$ cat src/rtl/adc_pkg.sv
// Shared defaults, FSM state type and width helper for the adc_deser block.
package adc_pkg;

    localparam int DEF_WORD_W     = 4;
    localparam int DEF_NUM_CH     = 1;
    localparam int DEF_FIFO_DEPTH = 4;

    typedef enum logic {
        IDLE,
        SHIFT
    } state_t;

    function automatic int clog2(input int n);
        int r;
        r = 0;
        while ((1 << r) < n) r++;
        return r;
    endfunction

endpackage

$ cat src/rtl/adc_deser_if.sv
// Valid/ready word stream from the deserialiser to the sample-processing logic.
interface adc_deser_if #(
    parameter int NUM_CH = 1,
    parameter int WORD_W = 4
) ();
    logic [NUM_CH*WORD_W-1:0] out_data;
    logic                     out_valid;
    logic                     out_ready;

    modport master (output out_data, output out_valid, input out_ready);
    modport slave  (input out_data, input out_valid, output out_ready);
endinterface

$ cat src/rtl/adc_word_fifo.sv
// Synchronous word FIFO: registered storage, occupancy level and drop-on-full push.
module adc_word_fifo
    import adc_pkg::*;
#(
    parameter int DATA_W = 4,
    parameter int DEPTH  = 4
) (
    input  logic                   clk,
    input  logic                   rst_n,
    input  logic                   push,
    input  logic [DATA_W-1:0]      push_data,
    input  logic                   pop,
    output logic [DATA_W-1:0]      dout,
    output logic                   valid,
    output logic [clog2(DEPTH):0]  level,
    output logic                   drop
);
    localparam int PW = clog2(DEPTH);
    localparam logic [PW:0] LVL_FULL = DEPTH[PW:0];

    logic [DATA_W-1:0] mem [DEPTH];
    logic [PW:0]       wr_ptr, rd_ptr;
    logic              full, pop_ok, push_ok;

    // Pointers carry one extra wrap bit so full and empty stay distinguishable.
    assign level   = wr_ptr - rd_ptr;
    assign full    = (level == LVL_FULL);
    assign valid   = (level != '0);
    assign pop_ok  = pop & valid;
    assign push_ok = push & (~full | pop_ok);
    assign drop    = push & full & ~pop_ok;
    assign dout    = valid ? mem[rd_ptr[PW-1:0]] : '0;

    // NOTE: sequential state uses non-blocking assignments so every register samples pre-edge values.
    always_ff @(posedge clk or negedge rst_n) begin
        if (!rst_n) begin
            wr_ptr <= '0;
            rd_ptr <= '0;
        end else begin
            if (push_ok) wr_ptr <= wr_ptr + 1'b1;
            if (pop_ok)  rd_ptr <= rd_ptr + 1'b1;
        end
    end

    // NOTE: storage has no reset; stale entries are unreachable because dout is gated by valid.
    always_ff @(posedge clk) begin
        if (push_ok) mem[wr_ptr[PW-1:0]] <= push_data;
    end

endmodule

$ cat src/rtl/adc_deser.sv
// NUM_CH-lane serial-to-parallel collector with framed words and a buffered output stream.
// Optional frame_err/err_cnt outputs are compiled in with `define ADC_DESER_FRAME_ERR_EN.
module adc_deser
    import adc_pkg::*;
#(
    parameter int WORD_W     = DEF_WORD_W,
    parameter int NUM_CH     = DEF_NUM_CH,
    parameter int FIFO_DEPTH = DEF_FIFO_DEPTH
) (
    input  logic                        clk,
    input  logic                        rst_n,
    input  logic [NUM_CH-1:0]           sdi,
    input  logic                        bit_en,
    input  logic                        frame,
    adc_deser_if.master                 out_if,
    output logic                        overflow,
    input  logic                        clr_ovf,
    output logic [clog2(FIFO_DEPTH):0]  level
`ifdef ADC_DESER_FRAME_ERR_EN
    ,
    output logic                        frame_err,
    output logic [7:0]                  err_cnt
`endif
);
    localparam int CW = clog2(WORD_W + 1);
    localparam logic [CW-1:0] LAST = CW'(WORD_W - 1);

    state_t                state, state_n;
    logic [CW-1:0]         cnt, cnt_n;
    logic [WORD_W-1:0]     sh [NUM_CH];
    logic [WORD_W-1:0]     sh_n [NUM_CH];
    logic [WORD_W-1:0]     shifted [NUM_CH];
    logic [WORD_W-1:0]     first [NUM_CH];
    logic [NUM_CH*WORD_W-1:0] push_word;
    logic                  push, mid_frame, drop;

    always_comb begin
        push_word = '0;
        for (int c = 0; c < NUM_CH; c++) begin
            shifted[c] = {sh[c][WORD_W-2:0], sdi[c]};
            first[c]   = WORD_W'(sdi[c]);
            push_word[c*WORD_W +: WORD_W] = shifted[c];
        end
    end

    // NOTE: every combinational output gets a default first, so no path can infer a latch.
    always_comb begin
        state_n   = state;
        cnt_n     = cnt;
        sh_n      = sh;
        push      = 1'b0;
        mid_frame = 1'b0;
        case (state)
            IDLE: begin
                if (bit_en && frame) begin
                    sh_n    = first;
                    cnt_n   = CW'(1);
                    state_n = SHIFT;
                end
            end
            SHIFT: begin
                if (bit_en) begin
                    if (cnt == LAST) begin
                        push    = 1'b1;
                        sh_n    = shifted;
                        cnt_n   = '0;
                        state_n = IDLE;
                    end else if (!frame) begin
                        sh_n  = shifted;
                        cnt_n = cnt + CW'(1);
                    end
                    // A frame restarts the word with this bit as MSB; a completing word is still pushed.
                    if (frame) begin
                        sh_n      = first;
                        cnt_n     = CW'(1);
                        state_n   = SHIFT;
                        mid_frame = 1'b1;
                    end
                end
            end
            default: state_n = IDLE;
        endcase
    end

    always_ff @(posedge clk or negedge rst_n) begin
        if (!rst_n) begin
            state <= IDLE;
            cnt   <= '0;
            for (int c = 0; c < NUM_CH; c++) sh[c] <= '0;
        end else begin
            state <= state_n;
            cnt   <= cnt_n;
            sh    <= sh_n;
        end
    end

    adc_word_fifo #(
        .DATA_W (NUM_CH*WORD_W),
        .DEPTH  (FIFO_DEPTH)
    ) u_fifo (
        .clk       (clk),
        .rst_n     (rst_n),
        .push      (push),
        .push_data (push_word),
        .pop       (out_if.out_ready),
        .dout      (out_if.out_data),
        .valid     (out_if.out_valid),
        .level     (level),
        .drop      (drop)
    );

    // Sticky flags: a new event in the same cycle as clr_ovf leaves the flag set.
    always_ff @(posedge clk or negedge rst_n) begin
        if (!rst_n)        overflow <= 1'b0;
        else if (drop)     overflow <= 1'b1;
        else if (clr_ovf)  overflow <= 1'b0;
    end

`ifdef ADC_DESER_FRAME_ERR_EN
    always_ff @(posedge clk or negedge rst_n) begin
        if (!rst_n) begin
            frame_err <= 1'b0;
            err_cnt   <= '0;
        end else begin
            if (mid_frame)    frame_err <= 1'b1;
            else if (clr_ovf) frame_err <= 1'b0;
            if (clr_ovf)
                err_cnt <= mid_frame ? 8'd1 : 8'd0;
            else if (mid_frame && err_cnt != 8'hFF)
                err_cnt <= err_cnt + 8'd1;
        end
    end
`else
    logic unused_mid_frame;
    assign unused_mid_frame = mid_frame;
`endif

endmodule

$ cat src/flat_wrapper.sv
// flat-port wrapper written by rule: the top's interface ports become plain ports
module adc_deser_flat import adc_pkg::*;
#(
    parameter int WORD_W     = DEF_WORD_W,
    parameter int NUM_CH     = DEF_NUM_CH,
    parameter int FIFO_DEPTH = DEF_FIFO_DEPTH
)
  (clk, rst_n, sdi, bit_en, frame, overflow, clr_ovf, level, out_if_out_data, out_if_out_valid, out_if_out_ready);
  adc_deser_if #(.NUM_CH(NUM_CH), .WORD_W(WORD_W)) out_if_i ();
  input  logic clk;
  input  logic rst_n;
  input  logic [NUM_CH-1:0] sdi;
  input  logic bit_en;
  input  logic frame;
  output logic overflow;
  input  logic clr_ovf;
  output logic [clog2(FIFO_DEPTH):0] level;
  output wire logic [$bits(out_if_i.out_data)-1:0] out_if_out_data;
  output wire logic [$bits(out_if_i.out_valid)-1:0] out_if_out_valid;
  input wire logic [$bits(out_if_i.out_ready)-1:0] out_if_out_ready;
  assign out_if_out_data = out_if_i.out_data;
  assign out_if_out_valid = out_if_i.out_valid;
  assign out_if_i.out_ready = out_if_out_ready;
  adc_deser #(.WORD_W(WORD_W), .NUM_CH(NUM_CH), .FIFO_DEPTH(FIFO_DEPTH)) u_core (.clk(clk), .rst_n(rst_n), .sdi(sdi), .bit_en(bit_en), .frame(frame), .out_if(out_if_i), .overflow(overflow), .clr_ovf(clr_ovf), .level(level));
endmodule
$ cat config.mk
export PLATFORM = sky130hd
export DESIGN_NAME = adc_deser_flat
export DESIGN_NICKNAME = d
export VERILOG_FILES = /design/src/rtl/adc_pkg.sv /design/src/rtl/adc_deser_if.sv /design/src/rtl/adc_word_fifo.sv /design/src/rtl/adc_deser.sv /design/src/flat_wrapper.sv
export SDC_FILE = /design/constraint.sdc
export NUM_CORES = 1
export LEC_CHECK = 0
export ABC_AREA = 1
export BUFFER_PORTS_ARGS = -buffer_cell sky130_fd_sc_hd__clkbuf_2
export CAP_MARGIN = 10
export CORE_MARGIN = 5
export CORE_UTILIZATION = 60
export DETAILED_ROUTE_END_ITERATION = 12
export HOLD_SLACK_MARGIN = 0.08
export PLACE_DENSITY = 0.78
export SLEW_MARGIN = 20
export SYNTH_ARGS = -nofsm -noshare
export SYNTH_HDL_FRONTEND = slang
export SYNTH_SLANG_ARGS = --single-unit
$ cat constraint.sdc
create_clock -name clk -period 5.1 [get_ports clk]
set_input_delay 1.53 -clock clk [delete_from_list [all_inputs] [get_ports clk]]
set_output_delay 1.53 -clock clk [all_outputs]
set_load 0.02 [all_outputs]
Word level (Yosys, flattened, before mapping)
Memory sizes are Yosys's and may differ from the RTL's.
Cells that the tools add are included.
- equality and inequality tests: 4
- add/sub/neg operators: 4
- reductions and logical operators: 4
- bitwise operators: 8
- muxes and demuxes: 22
- operator list (cell ; count):
    3-bit 2-to-1 mux ; 7
    3-bit case mux with 2 select lines ; 2
    1-bit 2-to-1 mux ; 11
    3-bit by 1-bit adder with 3-bit output (second input constant) ; 3
    1-bit AND ; 4
    4-bit 2-to-1 mux ; 1
    3-bit by 2-bit == test with 1-bit output (second input constant) ; 1
    3-bit == test (second input constant) ; 1
    1-bit inverter ; 3
    3-bit nonzero test ; 1
    3-bit subtractor ; 1
    2-bit by 1-bit inequality test with 1-bit output (second input constant) ; 1
    2-bit inequality test (second input constant) ; 1
    1-bit case mux with 2 select lines ; 1
    2-bit AND reduction ; 1
    2-bit nonzero test ; 1
    1-bit logical AND ; 1
    1-bit OR ; 1
- memories kept: 1
- memory bits (writable): 16
- output and inout bits: 9
- register bits after elaboration: 14
- input bits: 7
- memory list (name ; words ; bits a word ; rd ports ; clocked after Yosys merged registers in ; write ports ; line ; text):
    u_core.u_fifo.mem ; 4 ; 4 ; 1 ; 0 ; 1 ; adc_word_fifo.sv:21 ; logic [DATA_W-1:0] mem [DEPTH];

Depth between registers and ports, before layout
Gate-level depths: netlist of the first run.
- depth after elaboration: 7
- mapped depth: 9

Hierarchy
Synthesis of the first run repeated with hierarchy kept, for this count alone.
- cells, all modules: 159
- area total of the unflattened synthesis: 1503.9 um2
- by module, submodules not included (module ; times used ; seq. area each (um2) ; area an instance (um2) ; cells each):
    adc_word_fifo ; 1 ; 630.6 ; 1124.8 ; 116
    adc_deser ; 1 ; 200.2 ; 379.1 ; 43

Worst setup path after synthesis of the first run
Ideal clock, no wire load.
- kind: reg-to-output
- start point: register u_core.u_fifo.wr_ptr[0]
- end point: output out_if_out_data[0]
- slack: 1.847 ns
- stages on the path, launching flop included: 9
- arrival: 1.723 ns
- required time: 3.570 ns
- buffers on the path: 0
- path through: dfrtp_1 inv_1 ha_1 fa_1 nand2_1 inv_1 nand3_4 nand2_1 inv_1
- cells in the longest elaborated chain, start to end: 3
- RTL lines (element ; line ; text):
    start, declared ; adc_word_fifo.sv:22 ; logic [PW:0] wr_ptr, rd_ptr;
    start signal, assigned ; adc_word_fifo.sv:40 ; if (push_ok) wr_ptr <= wr_ptr + 1'b1;
    3-bit subtractor ; adc_word_fifo.sv:26 ; assign level = wr_ptr - rd_ptr;
    3-bit nonzero test ; adc_word_fifo.sv:28 ; assign valid = (level != '0);
    named net out_if_out_valid ; flat_wrapper.sv:19 ; output wire logic [$bits(out_if_i.out_valid)-1:0] out_if_out_valid;
    4-bit 2-to-1 mux ; adc_word_fifo.sv:32 ; assign dout = valid ? mem[rd_ptr[PW-1:0]] : '0;
    end, declared ; flat_wrapper.sv:18 ; output wire logic [$bits(out_if_i.out_data)-1:0] out_if_out_data;
The timed path passes the listed nets, and every way through them passes these cells.

Worst setup path after layout of the first run
- start point: register u_core.u_fifo.rd_ptr[0]
- end point: output out_if_out_data[0]
- cells in the longest elaborated chain, start to end: 3
- elaborated cells between the ends (all ways): 4
- RTL lines (element ; line ; text):
    start, declared ; adc_word_fifo.sv:22 ;
    start signal, assigned ; adc_word_fifo.sv:41 ; if (pop_ok) rd_ptr <= rd_ptr + 1'b1;
    3-bit subtractor ; adc_word_fifo.sv:26 ;
    3-bit nonzero test ; adc_word_fifo.sv:28 ;
    4-bit 2-to-1 mux (*) ; adc_word_fifo.sv:32 ;
Every way passes the cells marked *; elsewhere a longest branch is shown, timed or not.

==> results of run 1 <==
## power by group
group / internal [µW] / total, µW / switching [µW]
combinational: 174 / 516 / 342
clock: 66.2 / 148 / 81.7
sequential: 301 / 351 / 50.0
total: 541 / 1020 / 474
## stage by stage
step | std cells | hold slack, ns | power, µW
after floorplan | 151 | 0.4760 | 734.7
after global placement | 194 | 0.4979 | 846.1
after detailed placement | 194 | 0.5000 | 877.7
after CTS | 202 | 0.5189 | 1030
after global routing | 202 | 0.5557 | 1120
final | 202 | 0.5187 | 1015
## critical path, delay by kind of cell, from the launching register on
kind / cells / cell delay [ns]
buffers and inverters: 3 / 0.28
adder cells (fa/ha/maj): 2 / 0.82
flip-flops: 1 / 0.50
AND/OR/NAND/NOR: 3 / 0.32
## logic make-up after synthesis
family                   Yosys count  synth area share [%]
AND/OR/NAND/NOR                   64                 21.10
flip-flops                        30                 56.03
buffers and inverters             27                 7.173
AO/OA/AOI/OAI                     20                 7.258
adder cells (fa/ha/maj)            8                 7.257
XOR/XNOR                           2                 1.182
## sequential cells by signal, indices dropped and copies added, names as in the netlist
register / flops
u_core.cnt: 3
u_core.overflow: 1
u_core.sh: 3
u_core.state: 1
u_core.u_fifo.mem: 16
u_core.u_fifo.rd_ptr: 3
u_core.u_fifo.wr_ptr: 3
## placed cells by master, fill, tap and decap left out
cell and instances:
inv_1 25, nor3b_4 1, clkbuf_2 15, edfxtp_1 16, nand3_4 1, dfrtp_1 14, nand3_1 12, ha_1 7
o21ai_0 17, clkinvlp_4 1, xor2_1 2, clkbuf_4 5, o211ai_1 1, nand3_2 1, fa_1 1, a221oi_1 1
o22ai_1 1, nand2_2 2, or2_2 1, clkinv_2 1, nand2_1 27, nand2_4 2, nor2_1 17, clkbuf_8 1
## how the worst max path moves through the flow
stage | end | depth (start not counted) | slack, ns | start
finish | out_if_out_data[0] | 8 | 1.31 | u_core.u_fifo.rd_ptr[0]
detailed placement | out_if_out_data[1] | 8 | 1.66 | u_core.u_fifo.rd_ptr[0]
floorplan | out_if_out_data[0] | 8 | 1.85 | u_core.u_fifo.wr_ptr[0]
global placement | out_if_out_data[2] | 9 | 1.76 | u_core.u_fifo.wr_ptr[0]
global route | out_if_out_data[0] | 9 | 1.12 | u_core.u_fifo.wr_ptr[0]
CTS | out_if_out_data[1] | 8 | 1.29 | u_core.u_fifo.rd_ptr[0]
## routing by layer
| layer | GRT usage [%] | part of all wire, % | vias up |
|---|---|---|---|
| met4 | 9.177 | 2.3 | 0 |
| met5 | 0 | 0 | - |
| met1 | 22.80 | 43 | 479 |
| li1 | - | - | 530 |
| met2 | 28.55 | 48 | 20 |
| met3 | 6.911 | 5.9 | 8 |
## final cells by class
cell class                 count  area (µm²)  area share (%)
clock buffer                   6       51.30           3.116
clock inverter                 2       12.51          0.7599
inverter                      25       93.84           5.699
multi-input combinational     94       545.5           33.13
sequential                    30       830.8           50.46
tap                           30       37.54           2.280
timing repair buffer          15       75.07           4.559
## Yosys cell counts, drive strengths merged
library cell / n
a221oi: 1
buf: 2
dfrtp: 14
edfxtp: 16
fa: 1
ha: 7
inv: 25
nand2: 31
nand3: 14
nor2: 17
nor3b: 1
o211ai: 1
o21ai: 17
o22ai: 1
or2: 1
xor2: 2
==> key figures, run 1 <==
Pwr
  • Leakage power: ~0.00078 µW
  • PwrDens: between 600 and 700 mW/mm²
  • VDD IR max: 0.0004399 V

Worst setup path
  • Startpoint Class: flop
  • Max incr delay on CP: 0.56 ns
  • Reg2Reg Setup Slack: 2.76 ns
  • Crit path max fanout: 12
  • Crit Path Category: flop to primary output
  • R2R Path End: u_core.u_fifo.mem[1][3]
  • R2R depth: 7
  • Critical path's slowest cell: fa_1
  • CP required: 3.57 ns
  • Critical path, cell by cell: ha_1, fa_1, nand2_1, inv_1, nand3_4, nand2_1, inv_1, clkbuf_2
  • Reg2Reg Launch Point: u_core.u_fifo.rd_ptr[0]
  • WP data arrival: roughly 2.3 ns
  • Worst Setup End Kind: primary output

Clock network
  • Hold-fix buffers, CTS: 0
  • Post-CTS setup buffers: 0
  • CTS root buffer: clkbuf_4
  • Post-cts sizing count: 0
  • H-Tree Depth: 2
  • Worst-case clock buffer depth: 2
  • Worst skew pair latency: 0.33 ns
  • Clk slew on worst S/H paths: 0.09 ns
  • Inserted Clock Buffers: 5
  • TritonCTS clock tree: yes
  • # clock sinks: 30

STA
  • Clk_skew: ~0.003 ns
  • Period utilisation layout: 74.28%
  • Slew Limit Fails: 0
  • Unrepaired setup endpoints after global routing: false
  • Fin crit period: 3.788 ns
  • Measured slew at the worst slew-check pin: 0.3830 ns
  • Final Hold Vio Count: 0
  • Final setup vio count: 0
  • Final setup TNS: 0 ns
  • Final worst slack: 1.312 ns
  • Max-slew headroom: 74.46%
  • Peak Freq: 264.0 MHz

Logic synthesis
  • Syn nets: 166
  • Mean area per synthesized cell: between 9 and 10 µm²
  • Flops & latches, synth: 30
  • Dominant cell type by area after synthesis: edfxtp_1
  • Post-Synthesis Cell Area: between 0.001 and 0.0015 mm²
  • Gate Count Post-Synth: 151
  • Top cells by area, synth: edfxtp_1 32%, dfrtp_1 24%, nand2_1 6.8%
  • Count of different cell masters after synthesis: 21
  • Post-synth top area share: 32.41%
  • Yosys warns: 0
  • Seq/Total Area, Yosys: 56.03%

Floorplanning
  • Row cnt: 18
  • Chip width: 59.71 µm
  • I/O pin total: 16
  • Initial Util: 61.53%
  • DIE AREA: 0.003565 mm²
  • Core ar.: 0.002410 mm²
  • Die height: between 50 and 60 µm

Placed design
  • DP Wirelength: 2.052 mm
  • Placed Area: 0.001583 mm²
  • Count of input and output buffers: 15
  • Pre-CTS setup slack: 1.661 ns
  • Gpl congestion: 0.7352

Worst hold path
  • Worst Hold Path EP: u_core.cnt[2]
  • Worst min-delay path class: flop to flop
  • Hold depth: 2
  • Hold Startpoint: u_core.cnt[2]

Global routing
  • Grt ovf: 0
  • GRT Util Overall: about 19%
  • First-pass GRT wire length: 4.733 mm
  • Vias in the first global route: between 1000 and 1500
  • Largest net degree at the start of global routing: 15
  • Initial antenna violation count: 0

Routing
  • Post-route antenna net violation count: 0
  • DRC Markers: 0
  • Vias per inst: slightly above 5
  • WL/cell: 13.09 µm
  • Final wirelength: 2.644 mm
  • DR pass1 iterations: 4
  • Initial DRC count: 34
  • Routed vias: 1037

Final layout
  • # diodes: 0
  • FILL cells: approximately 180
  • Post-layout util: about two thirds
  • Post-route cell area: 0.001647 mm²
  • Area Growth Syn to Fin: 11.05%
  • Final #Nets: ~190
  • Share of layout cells above drive strength 1: 18.02%

Job
  • Max-cap violations: 0

Outcome
  • Status: completed
Note: power is estimated with default switching activity, not from simulation.
==> run 2: changes to the inputs <==
Settings changed: ABC_AREA 1 to 0, CORE_UTILIZATION 60 to 56, PLACE_DENSITY 0.78 to 0.74.
Clock period 5.1 ns to 3.85 ns, I/O delays scaled along.
==> run 2 against run 1 <==
Compared with the run above:
- via count shrank 22%
- register-to-register slack lost 1.3 ns
- first-iteration DRC count shrank 62%
- sequential power grew 41%
- critical path type unchanged
- clock power grew 110%
- clock-buffer cell count shrank 1
- critical path depth shrank 1
- setup slack lost 1.1 ns
- final area shrank 1.3%
- hold slack lost 0.022 ns
- sequential cell count is the same
- total power grew 45%
==> key figures, run 2 <==
Outcome
  • Status: completed

Logic synthesis
  • Count leader, synth: edfxtp_1
  • Dominant cell type by area after synthesis: edfxtp_1
  • Most frequent cells after synthesis: 16 x edfxtp_1, 14 x dfrtp_1, 10 x inv_1, 7 x ha_1
  • Syn nets: roughly 110
  • Mean area per synthesized cell: around 14 µm²
  • Synth Area in Compound Gates: 9.604%
  • Simple-Gate Fraction of Synth Area: 7.489%
  • Post-synth top area share: 33.83%
  • Post-synth EDFFs: 16
  • Top FF cell, synth: edfxtp_1
  • Share of synthesized area spent on multiplexers: 8.987%
  • Post-Synth XOR/XNOR Area: 4.141%
  • FFs w/ async S/R, synth: 46.67%
  • Top cells by area, synth: edfxtp_1 34%, dfrtp_1 25%, mux4_2 6.3%
  • Synth Area in Adders: 7.577%
  • Largest family of logic cells by synthesized area: compound AO/OA/AOI/OAI gates
  • Flops & latches, synth: 30
  • Yosys warns: 0
  • Count of different cell masters after synthesis: 32
  • Seq/Total Area, Yosys: 58.50%
  • Gate Count Post-Synth: 98
  • Post-Synthesis Cell Area: 0.001420 mm²

Final layout
  • Commonest non-fill, non-tap cell in the layout: edfxtp_1
  • Share of layout cells above drive strength 1: 32.20%
  • Final #Nets: 132
  • # diodes: 0
  • Max reg flops: 16
  • Commonest cells after routing, fill and taps aside: 16 x edfxtp_1, 15 x clkbuf_2, 14 x dfrtp_1
  • FILL cells: approximately 180
  • Area Growth Syn to Fin: 14.45%

Worst setup path
  • Critical path's slowest cell: dfrtp_1
  • Max incr delay on CP: 0.53 ns
  • Cell family with most CP delay: adder cells
  • Crit Path Category: flop to primary output
  • Critical path, cell by cell: ha_1, fa_1, xnor3_2, inv_2, nor2_2, nor2b_1, clkbuf_2
  • Crit path max fanout: 7
  • WP buf/inv: 2
  • WP data arrival: 2.53 ns
  • CP required: 2.69 ns
  • Reg2Reg Setup Slack: 1.45 ns
  • Worst Setup End Kind: primary output
  • Startpoint Class: flop

Floorplanning
  • Row cnt: 18
  • I/O pin total: 16
  • Core ar.: 0.002455 mm²
  • Chip width: 60.36 µm
  • DIE AREA: 0.003643 mm²
  • Initial Util: 57.85%
  • Die height: 60.36 µm

Global routing
  • Largest net degree at the start of global routing: 15
  • Grt ovf: 0
  • Initial antenna violation count: 0
  • GRT Util Overall: 15.89%
  • Vias in the first global route: 852
  • First-pass GRT wire length: between 4 and 5 mm

STA
  • Clk_skew: 0.007908 ns
  • Final worst slack: around 0.17 ns
  • Final Hold Vio Count: 0
  • Max-slew headroom: approximately three quarters
  • Period utilisation layout: 95.66%
  • Unrepaired setup endpoints after global routing: false
  • Fin crit period: 3.683 ns
  • Slew Limit Fails: 0
  • Measured slew at the worst slew-check pin: 0.3949 ns
  • Final setup TNS: 0 ns
  • Final setup vio count: 0
  • Peak Freq: 271.5 MHz

Routing
  • Initial DRC count: 13
  • Final wirelength: roughly 2.4 mm
  • M1 WL: 1.082 mm
  • Metal3 WL: 103 µm
  • Routed vias: 804
  • Post-route antenna net violation count: 0
  • Metal2 WL: approximately 1.2 mm
  • DR pass1 iterations: 4
  • WL/cell: 16.28 µm
  • Highest metal used: met4
  • DRC Markers: 0
  • Vias per inst: 5.432

Pwr
  • VDD IR max: 0.0007975 V
  • PwrDens: 903.6 mW/mm²
  • Leakage power: 0.0006922 µW

Clock network
  • Clk slew on worst S/H paths: 0.09 ns
  • H-Tree Depth: 2
  • Hold-fix buffers, CTS: 0
  • # clock sinks: 30
  • TritonCTS clock tree: yes
  • CTS root buffer: clkbuf_4
  • Inserted Clock Buffers: 5
  • Worst-case clock buffer depth: 2
  • Worst skew pair latency: 0.32 ns

Placed design
  • Gpl congestion: ~0.72
  • Count of input and output buffers: 15
  • DP Wirelength: about 1.8 mm
  • Pre-CTS setup slack: approximately 0.38 ns

Job
  • Max-cap violations: 0

Worst hold path
  • Worst min-delay path class: flop to flop
==> run 2: cell types whose count changed after synthesis, moves of 10 or more <==
cell,delta
nor2_1,-16
o21ai_0,-16
nand3_1,-10
nand2_1,-25
inv_1,-15
==> run 2: worst paths after layout <==
kind,start,endpoint,depth (start not counted)
setup / recovery,u_core.u_fifo.rd_ptr[0],out_if_out_data[0],7
hold / removal,u_core.overflow,u_core.overflow,2
setup reg to reg,u_core.u_fifo.rd_ptr[0],u_core.u_fifo.mem[1][3],5
hold reg to reg,u_core.overflow,u_core.overflow,2
max in group asynchronous,rst_n,u_core.cnt[0],1
min in group asynchronous,rst_n,u_core.sh[2],1
==> run 2: tightest hold or removal path, cell delays in order (launching register included) <==
cell and delay, ns:
dfrtp_1 0.35, nand2b_1 0.06, o41ai_1 0.05
==> run 2: where the power goes <==
group / switching (µW) / internal (µW)
Clock: 107 / 200
Sequential: 84.5 / 410
Combinational: 384 / 284
==> run 2: routing by layer <==
metal | vias up | GRT usage (%)
met5 | - | 0
met4 | 0 | 6.646
met3 | 5 | 4.681
met2 | 15 | 26.08
met1 | 391 | 19.72
li1 | 393 | -
==> run 2: layout make-up <==
cell class / instances / area, µm² / share of cell area (%)
Clock buffer: 5 / 37.54 / 2.309
Clock inverter: 3 / 63.81 / 3.926
Inverter: 11 / 41.29 / 2.540
Multi-Input combinational cell: 54 / 539.3 / 33.18
Sequential cell: 30 / 830.8 / 51.12
Tap cell: 30 / 37.54 / 2.309
Timing Repair Buffer: 15 / 75.07 / 4.619
==> run 2: through the flow <==
step	total power (µW)	util (%)	cell area, µm²	instances	hold WS, ns
floorplan	983.5	-	1420	98	0.4571
global placement	1141	61.98	1521	140	0.4779
detailed placement	1163	61.98	1521	140	0.4815
CTS	1476	66.11	1623	148	0.5074
global route	1566	66.21	1625	148	0.5331
finish	1469	66.21	1625	148	0.4969
==> run 2: kinds of logic (layout without fill, tap and decap cells) <==
group	after synthesis	count (layout)
buffers and inverters	14	34
AO/OA/AOI/OAI	17	17
flip-flops	30	30
multiplexers	7	7
XOR/XNOR	5	5
AND/OR/NAND/NOR	17	17
adder cells (fa/ha/maj)	8	8
==> run 2: what timing repair did <==
action                     in CTS  in global routing
setup endpoints to repair       0                  5
hold endpoints to repair        0                  0
resized for setup               0                  1
setup buffers                   0                  0
